$ cat config.mk
export PLATFORM = sky130hd
export DESIGN_NAME = up_dn_cmd_ctrl
export DESIGN_NICKNAME = d
export VERILOG_FILES = /design/src/rtl/up_dn_pkg.sv /design/src/rtl/btn_debounce.sv /design/src/rtl/up_dn_cmd_ctrl.sv
export SDC_FILE = /design/constraint.sdc
export NUM_CORES = 1
export LEC_CHECK = 0
export ABC_AREA = 1
export CAP_MARGIN = 10
export CORE_MARGIN = 3
export CORE_UTILIZATION = 50
export DETAILED_ROUTE_END_ITERATION = 10
export PLACE_DENSITY = 0.75
export SKIP_LAST_GASP = 1
export SLEW_MARGIN = 10
export SYNTH_ARGS = -nofsm -noshare
export SYNTH_HDL_FRONTEND = slang
export SYNTH_SLANG_ARGS = --single-unit
$ cat constraint.sdc
create_clock -name Clk -period 1.5 [get_ports Clk]
set_input_delay 0.225 -clock Clk [delete_from_list [all_inputs] [get_ports Clk]]
set_output_delay 0.225 -clock Clk [all_outputs]
set_load 0.005 [all_outputs]
$ cat src/rtl/up_dn_pkg.sv
// Shared defaults and command encoding for the Up_Dn_Counter command stage.
package up_dn_pkg;

    localparam int unsigned WIDTH_DEF     = 5;
    localparam int unsigned DB_CYCLES_DEF = 4;
    localparam int unsigned DB_W_DEF      = 8;

    // Arbitration winner; Load outranks Up, Up outranks Down
    typedef enum logic [1:0] {
        CMD_NONE = 2'd0,
        CMD_LOAD = 2'd1,
        CMD_UP   = 2'd2,
        CMD_DOWN = 2'd3
    } cmd_t;

endpackage

$ cat src/rtl/btn_debounce.sv
// One raw push-button: 2-flop synchronizer, symmetric debounce, registered press pulse.
module btn_debounce
    import up_dn_pkg::*;
#(
    parameter int unsigned DB_CYCLES = DB_CYCLES_DEF,
    parameter int unsigned DB_W      = DB_W_DEF
) (
    input  logic Clk,
    input  logic Rst,
    input  logic Btn,
    output logic Press
);

    logic            sync1;
    logic            sync2;
    logic            stable;
    logic [DB_W-1:0] cnt;

    // Stable level flips on the DB_CYCLES-th consecutive differing sample;
    // Press fires on that same edge only for a rising change.
    always_ff @(posedge Clk or posedge Rst) begin
        if (Rst) begin
            sync1  <= 1'b0;
            sync2  <= 1'b0;
            stable <= 1'b0;
            cnt    <= '0;
            Press  <= 1'b0;
        end else begin
            sync1 <= Btn;
            sync2 <= sync1;
            Press <= 1'b0;
            if (sync2 == stable) begin
                cnt <= '0;
            end else if (cnt == DB_W'(DB_CYCLES - 1)) begin
                stable <= sync2;
                cnt    <= '0;
                Press  <= sync2;
            end else begin
                cnt <= cnt + 1'b1;
            end
        end
    end

endmodule

$ cat src/rtl/up_dn_cmd_ctrl.sv
// Turns debounced button presses and a switch bank into Load/Up/Down/IN for the
// up/down counter, with priority arbitration and a saturation guard.
module up_dn_cmd_ctrl
    import up_dn_pkg::*;
#(
    parameter int unsigned WIDTH     = WIDTH_DEF,
    parameter int unsigned DB_CYCLES = DB_CYCLES_DEF,
    parameter int unsigned DB_W      = DB_W_DEF
) (
    input  logic             Clk,
    input  logic             Rst,
    input  logic             Btn_Up,
    input  logic             Btn_Dn,
    input  logic             Btn_Load,
    input  logic [WIDTH-1:0] Sw_In,
    input  logic             High,
    input  logic             Low,
    output logic             Up,
    output logic             Down,
    output logic             Load,
    output logic [WIDTH-1:0] IN,
    output logic             Drop
);

    logic             up_ev;
    logic             dn_ev;
    logic             ld_ev;
    logic [WIDTH-1:0] sw_s1;
    logic [WIDTH-1:0] sw_s2;
    cmd_t             win_c;
    logic             drop_c;

    btn_debounce #(.DB_CYCLES(DB_CYCLES), .DB_W(DB_W)) u_db_up (
        .Clk(Clk), .Rst(Rst), .Btn(Btn_Up), .Press(up_ev)
    );

    btn_debounce #(.DB_CYCLES(DB_CYCLES), .DB_W(DB_W)) u_db_dn (
        .Clk(Clk), .Rst(Rst), .Btn(Btn_Dn), .Press(dn_ev)
    );

    btn_debounce #(.DB_CYCLES(DB_CYCLES), .DB_W(DB_W)) u_db_ld (
        .Clk(Clk), .Rst(Rst), .Btn(Btn_Load), .Press(ld_ev)
    );

    // A blocked Up still outranks Down, so Down is dropped rather than promoted
    always_comb begin
        win_c  = CMD_NONE;
        drop_c = 1'b0;
        if (ld_ev) begin
            win_c  = CMD_LOAD;
            drop_c = up_ev | dn_ev;
        end else if (up_ev) begin
            if (!High) begin
                win_c = CMD_UP;
            end
            drop_c = High | dn_ev;
        end else if (dn_ev) begin
            if (!Low) begin
                win_c = CMD_DOWN;
            end
            drop_c = Low;
        end
    end

    always_ff @(posedge Clk or posedge Rst) begin
        if (Rst) begin
            sw_s1 <= '0;
            sw_s2 <= '0;
            Up    <= 1'b0;
            Down  <= 1'b0;
            Load  <= 1'b0;
            Drop  <= 1'b0;
            IN    <= '0;
        end else begin
            sw_s1 <= Sw_In;
            sw_s2 <= sw_s1;
            Up    <= (win_c == CMD_UP);
            Down  <= (win_c == CMD_DOWN);
            Load  <= (win_c == CMD_LOAD);
            Drop  <= drop_c;
            if (win_c == CMD_LOAD) begin
                IN <= sw_s2;
            end
        end
    end

endmodule

==> reports/metrics.cfg <==
[run_status]
status=finished clean

[timing]
drv_slew=0
rsz0062_at_grt=false
slew_headroom_pct=75.8
finalSetupTns_ns=0
setup_slack_ns=0.0849
finClkSkew_ns=0.00405
fin_crit_sh_pct=94.3
setup_viol=0
fin_crit_ns=1.42
max_freq_mhz=707
hold_viol_final=0
worst_pin_slew_ns=0.363

[die]
ios=21
start_util_pct=53.8
dieArea_um2=5290
num_rows=23
die_w_um=72.8
fp.dieH_um=72.8
coreArea_um2=4140

[setup_path]
timing.critical_path.cells=clkdlybuf4s50_1
path_max_fanout=2
cp-start-kind=flop
worstReg2RegStart=u_db_up.cnt[0]
reg2reg_depth=6
cp_data_required_time_ns=1.27
crit_family=buffers and inverters
worst_path_largest_cell_delay_ns=0.51
critical_path.slowest_cell=clkdlybuf4s50_1
crit_start=IN[4]
crit_buf_inv=1
path_depth=1
critPathKind=reg2out
rrSetupSlack_ns=0.29
setup.worst_path.end_class=output port
arrival_ns=1.19

[route]
postRouteAntennaNets=0
drt_iter0_drc=46
route.detailed.drc=0
detail_route.wl_per_cell_um=11.0
drt-total-wl_mm=3.35
drt-pass1-iter-count=2
routed_via_density=4.67
num_vias=1423

[cts]
cts_tree=yes
clkSinkCount=55
cts.clk_slew.worst_paths_ns=0.09
clk_latency_ns=0.31
htreeDepth=2
cts_resized=0
postCtsSetupBuffers=0
cts_made_buffers=5
cts_buffer_depth=2
cts_root_buf=clkbuf_8
postCtsHoldBufs=0

[placement]
io_buffers=20
pre_cts_ws_ns=0.289
gp_congestion=0.838
hpwl_mm=2.52

[global_route]
track_usage_pct=15.4
met3_usage_pct=5.10
busiest_layer=met2
gr-usage-met1_pct=17.9
grt.overflow.total=0
grt_pass1_vias=1489
grt_pass1_wl_mm=6.11
grt_max_degree=22
use_met2_pct=25.7
antenna_found_initial=0

[synth]
syn-cell-area_um2=2230
synth.most_common_cell=dfrtp_1
ys_types=20
syn_inst=226
synth_top_cells_by_area=dfrtp_1 62%, nand2_1 8.8%, inv_1 5.4%, nor2_1 4.7%, mux2_2 2.5%
ys_warn_count=0
yosys.area.top_type=dfrtp_1
ys_async_sr_fraction_pct=100
syn-num-nets=241
seq_area_frac_synth_pct=61.8
ys_top_cells_by_count=55 x dfrtp_1, 52 x nand2_1, 32 x inv_1
synth_flop_cell=dfrtp_1
synth-edff-count=0
synth_top_area_share_pct=61.8
ys_seq_elements=55
syn_area_per_cell_um2=9.86

[pwr]
vdd_drop_max_mv=0.914
power_density_nw_per_um2=1310
power_mw=3.43
leakagePower_nw=1.23

[cells_and_area]
layout.nets=269
insertedDiodeCount=0
drive_gt1_share_pct=11.0
finalCoreUtilization_pct=63.4
area_delta_synth_final_pct=17.9

[run]
drv_cap=0

[min_path]
hp-class=in2async

## per-stage QoR
step | instances | hold WS, ns | area [µm²]
3_5_place_dp | 297 | 0.336 | 2530
3_3_place_gp | 297 | 0.331 | 2530
5_1_grt | 305 | 0.237 | 2630
4_1_cts | 305 | 0.220 | 2630
2_1_floorplan | 226 | 0.256 | 2230
6_report | 305 | 0.220 | 2630
## final cells by class
type	instances	area, µm²
Clock buffer	5	68.8
Clock inverter	3	23.8
Fill cell	349	1520
Inverter	32	124
Multi-Input combinational cell	137	723
Sequential cell	55	1380
Tap cell	50	62.6
Timing Repair Buffer	23	248
## logic make-up after synthesis
logic type               after synthesis  synth area share [%]
adder cells (fa/ha/maj)                3                  1.68
multiplexers                           5                  2.53
AND/OR/NAND/NOR                      108                  20.8
AO/OA/AOI/OAI                         11                  2.47
buffers and inverters                 34                  5.78
flip-flops                            55                  61.8
XOR/XNOR                              10                  4.94
## registers in the layout (all words and copies together) (netlist names)
name            cells
sw_s1               5
u_db_ld.stable      1
u_db_ld.sync2       1
u_db_dn.sync2       1
Down                1
u_db_up.sync1       1
u_db_dn.Press       1
Up                  1
u_db_dn.cnt         8
u_db_up.cnt         8
u_db_ld.sync1       1
u_db_dn.stable      1
u_db_ld.cnt         8
u_db_up.Press       1
Drop                1
sw_s2               5
Load                1
u_db_ld.Press       1
u_db_up.sync2       1
u_db_dn.sync1       1
u_db_up.stable      1
IN                  5
## power by group
group,switching [mW],internal (mW)
clock,0.472,0.337
combinational,0.355,0.378
sequential,0.189,1.70
## worst paths after layout
check | endpoint
min reg2reg | u_db_up.sync2
max in group asynchronous | u_db_up.cnt[5]
max reg2reg | u_db_up.stable
min | u_db_dn.cnt[3]
max | IN[4]
min in group Clk | sw_s1[3]
## metal layers
layer / share of wire, % / vias up
li1: - / 746
met1: 45 / 655
met2: 50 / 17
met3: 3.3 / 5
met4: 1.8 / 0
met5: 0 / -
## cells in the final DEF (no fill, tap or decap)
cell,Yosys,layout
a21oi_1,3,3
buf_12,0,2
buf_4,0,1
clkbuf_8,0,5
clkdlybuf4s50_1,0,20
clkinv_2,0,1
clkinvlp_4,0,2
dfrtp_1,55,55
ha_1,3,3
inv_1,32,31
inv_8,0,1
mux2_2,5,5
nand2_1,52,52
nand2_2,2,2
nand3_1,11,11
nor2_1,28,28
nor2_2,4,4
nor2_4,2,2
nor3_1,7,7
nor3b_1,1,1
nor4_1,1,1
o21ai_0,8,8
xnor2_1,4,4
xnor2_2,3,3
xor2_1,3,3
## worst register-to-register path: stages, from the launching register on
cell	delay, ns
dfrtp_1	0.40
ha_1	0.21
inv_1	0.05
nor3_1	0.13
nand2_1	0.13
nand2_1	0.08
o21ai_0	0.09
(Power assumes the default switching activity.)
==> patch: new RTL, config.mk and constraints unchanged <==
Make the reset (`Rst`) synchronous in 2 clocked blocks.
--- a/src/rtl/btn_debounce.sv
+++ b/src/rtl/btn_debounce.sv
@@ -18,7 +18,7 @@
 
     // Stable level flips on the DB_CYCLES-th consecutive differing sample;
     // Press fires on that same edge only for a rising change.
-    always_ff @(posedge Clk or posedge Rst) begin
+    always_ff @(posedge Clk) begin
         if (Rst) begin
             sync1  <= 1'b0;
             sync2  <= 1'b0;
--- a/src/rtl/up_dn_cmd_ctrl.sv
+++ b/src/rtl/up_dn_cmd_ctrl.sv
@@ -62,7 +62,7 @@
         end
     end
 
-    always_ff @(posedge Clk or posedge Rst) begin
+    always_ff @(posedge Clk) begin
         if (Rst) begin
             sw_s1 <= '0;
             sw_s2 <= '0;
Function: differs if Rst is asserted again (counterexample within 10 cycles, from zero or initial values and one cycle with Rst high); with Rst held inactive, the same outputs for 10 cycles.
==> patch against the original RTL <==
- synthesized cell count grew 21%
- highest routed layer unchanged
- design area shrank 5.6%
- area after synthesis shrank 4.2%
- utilization shrank 2.3 points
- register-to-register slack lost 0.04 ns
- die area shrank 3.9%
- routed wire length shrank 3.5%
- worst setup slack gained 0.033 ns
- sequential cell count is the same
Power is not compared: it rests on default switching activity, and its combinational part moved more than twofold at a synthesized area within 25%.
==> patch: results (changes against the original RTL) <==
Nets: 313 (+16%)
GRT Util Overall: 14.3% (-1.1 points)
Cell variety after synth: 23 (+15%)
1st-iter DRT viols: 52 (+13%)
Seq power: 1490 µW
fill count: 358 (+2.6%)
Leak: 0.000975 µW
Post-CTS Setup Bufs: 0 (unchanged)
Arr. time, crit path: 1.16 ns (-0.03 ns)
Internal: 1860 µW
clock network fraction of total power: 33.7%
layout cells sized above 1: 8.70% (-2.3 points)
FFs w/ async S/R, synth: 0% (-100 points)
HPWL after DPL: 2380 µm (-5.4%)
average vias per placed instance: 4.52 (-3.0%)
status: completed
placed insts: 341 (+15%)
pin count of the biggest net entering global routing: 22 (unchanged)
Clk Tree Root Cell: clkbuf_8
routed len/inst: 9.28 µm (-16%)
vias in the first global route: 1438 (-3.4%)
number of diodes: 0 (unchanged)
Setup Skew: 0.00776 ns (+0.00372 ns)
VDD IR-drop max: 0.000584 V
clock buffer depth: 2 (unchanged)
Largest delay share family, worst path: buffers and inverters
critical path fanouts, max: 2 (unchanged)
max incr delay on CP: 0.51 ns (about the same)
clk_lat worst skew: 0.30 ns
Seq/Total Area, Yosys: 51.6% (-10 points)
leading registers by flop count: u_db_dn.cnt x8, u_db_ld.cnt x8, u_db_up.cnt x8
measured slew at the worst slew-check pin: 0.333 ns (-0.0303 ns)
CTS buffer count: 5 (unchanged)
initial antenna violation count: 0 (unchanged)
# resized after CTS: 0 (unchanged)
DR vias: 1579 (+11%)
Worst-path clk slew: 0.09 ns (about the same)
top post-synthesis cells by area: dfxtp_1 (52%), nor2_1 (10%), nand2_1 (8.6%), inv_1 (7.0%), nand3_1 (3.5%)
Detailed Routing Iterations Pass 1: 4 (+2)
P_clk: 798 µW
first-pass GRT wire length: 5840 µm (-4.4%)
Cells after Synth: 273 (+21%)
min-delay worst type: register to register
net count after synthesis: 288 (+20%)
slowest cell on the critical path: clkdlybuf4s50_1
Placer Congestion: 0.726 (-13%)
warnings from Yosys: 0 (unchanged)
number of flops mapped to enable cells by yosys: 0 (unchanged)
IO Port Bufs: 20 (unchanged)
Post-synth top cells: nor2_1 (59), dfxtp_1 (55), nand2_1 (49)
CTS H-tree lvls: 2 (unchanged)
ys flop type: dfxtp_1
==> patch: path summary, 6_finish.rpt <==
kind / startpoint / to / slack, ns / cells after the start
setup / recovery: IN[4]$_SDFFE_PP0N_ / IN[4] / 0.12 / 1
hold reg to reg: u_db_dn.sync1$_SDFF_PP0_ / u_db_dn.sync2$_SDFF_PP0_ / 0.40 / 2
hold / removal: u_db_dn.sync1$_SDFF_PP0_ / u_db_dn.sync2$_SDFF_PP0_ / 0.40 / 2
setup reg to reg: u_db_up.cnt[0]$_SDFF_PP0_ / u_db_up.cnt[7]$_SDFF_PP0_ / 0.25 / 6
==> patch: layer usage <==
metal | part of all wire, % | track usage [%]
met4 | 1.9 | 7.52
met3 | 4.1 | 3.37
met5 | 0 | 0
met2 | 44 | 22.4
met1 | 50 | 18.3
==> patch: kinds of logic (layout without fill, tap and decap cells) <==
logic type               Yosys count  count (layout)  synth area share [%]
AND/OR/NAND/NOR                  146             146                  30.9
flip-flops                        55              55                  51.6
AO/OA/AOI/OAI                     11              11                  2.81
XOR/XNOR                          11              11                  4.51
buffers and inverters             47              73                  8.44
adder cells (fa/ha/maj)            3               3                  1.76
==> patch: metrics by stage <==
stage / instance area [µm²] / setup WS (ns)
floorplan: 2130 / 0.379
global placement: 2390 / 0.259
detailed placement: 2390 / 0.196
CTS: 2480 / 0.101
global route: 2480 / 0.0443
finish: 2480 / 0.117
==> patch: layout make-up <==
cell class	instances	area, µm²	area share [%]
Sequential cell	55	1100	44.4
Multi-Input combinational cell	171	853	34.4
Timing Repair Buffer	21	208	8.38
Inverter	44	165	6.66
Clock buffer	6	72.6	2.93
Tap cell	50	62.6	2.52
Clock inverter	2	16.3	0.656
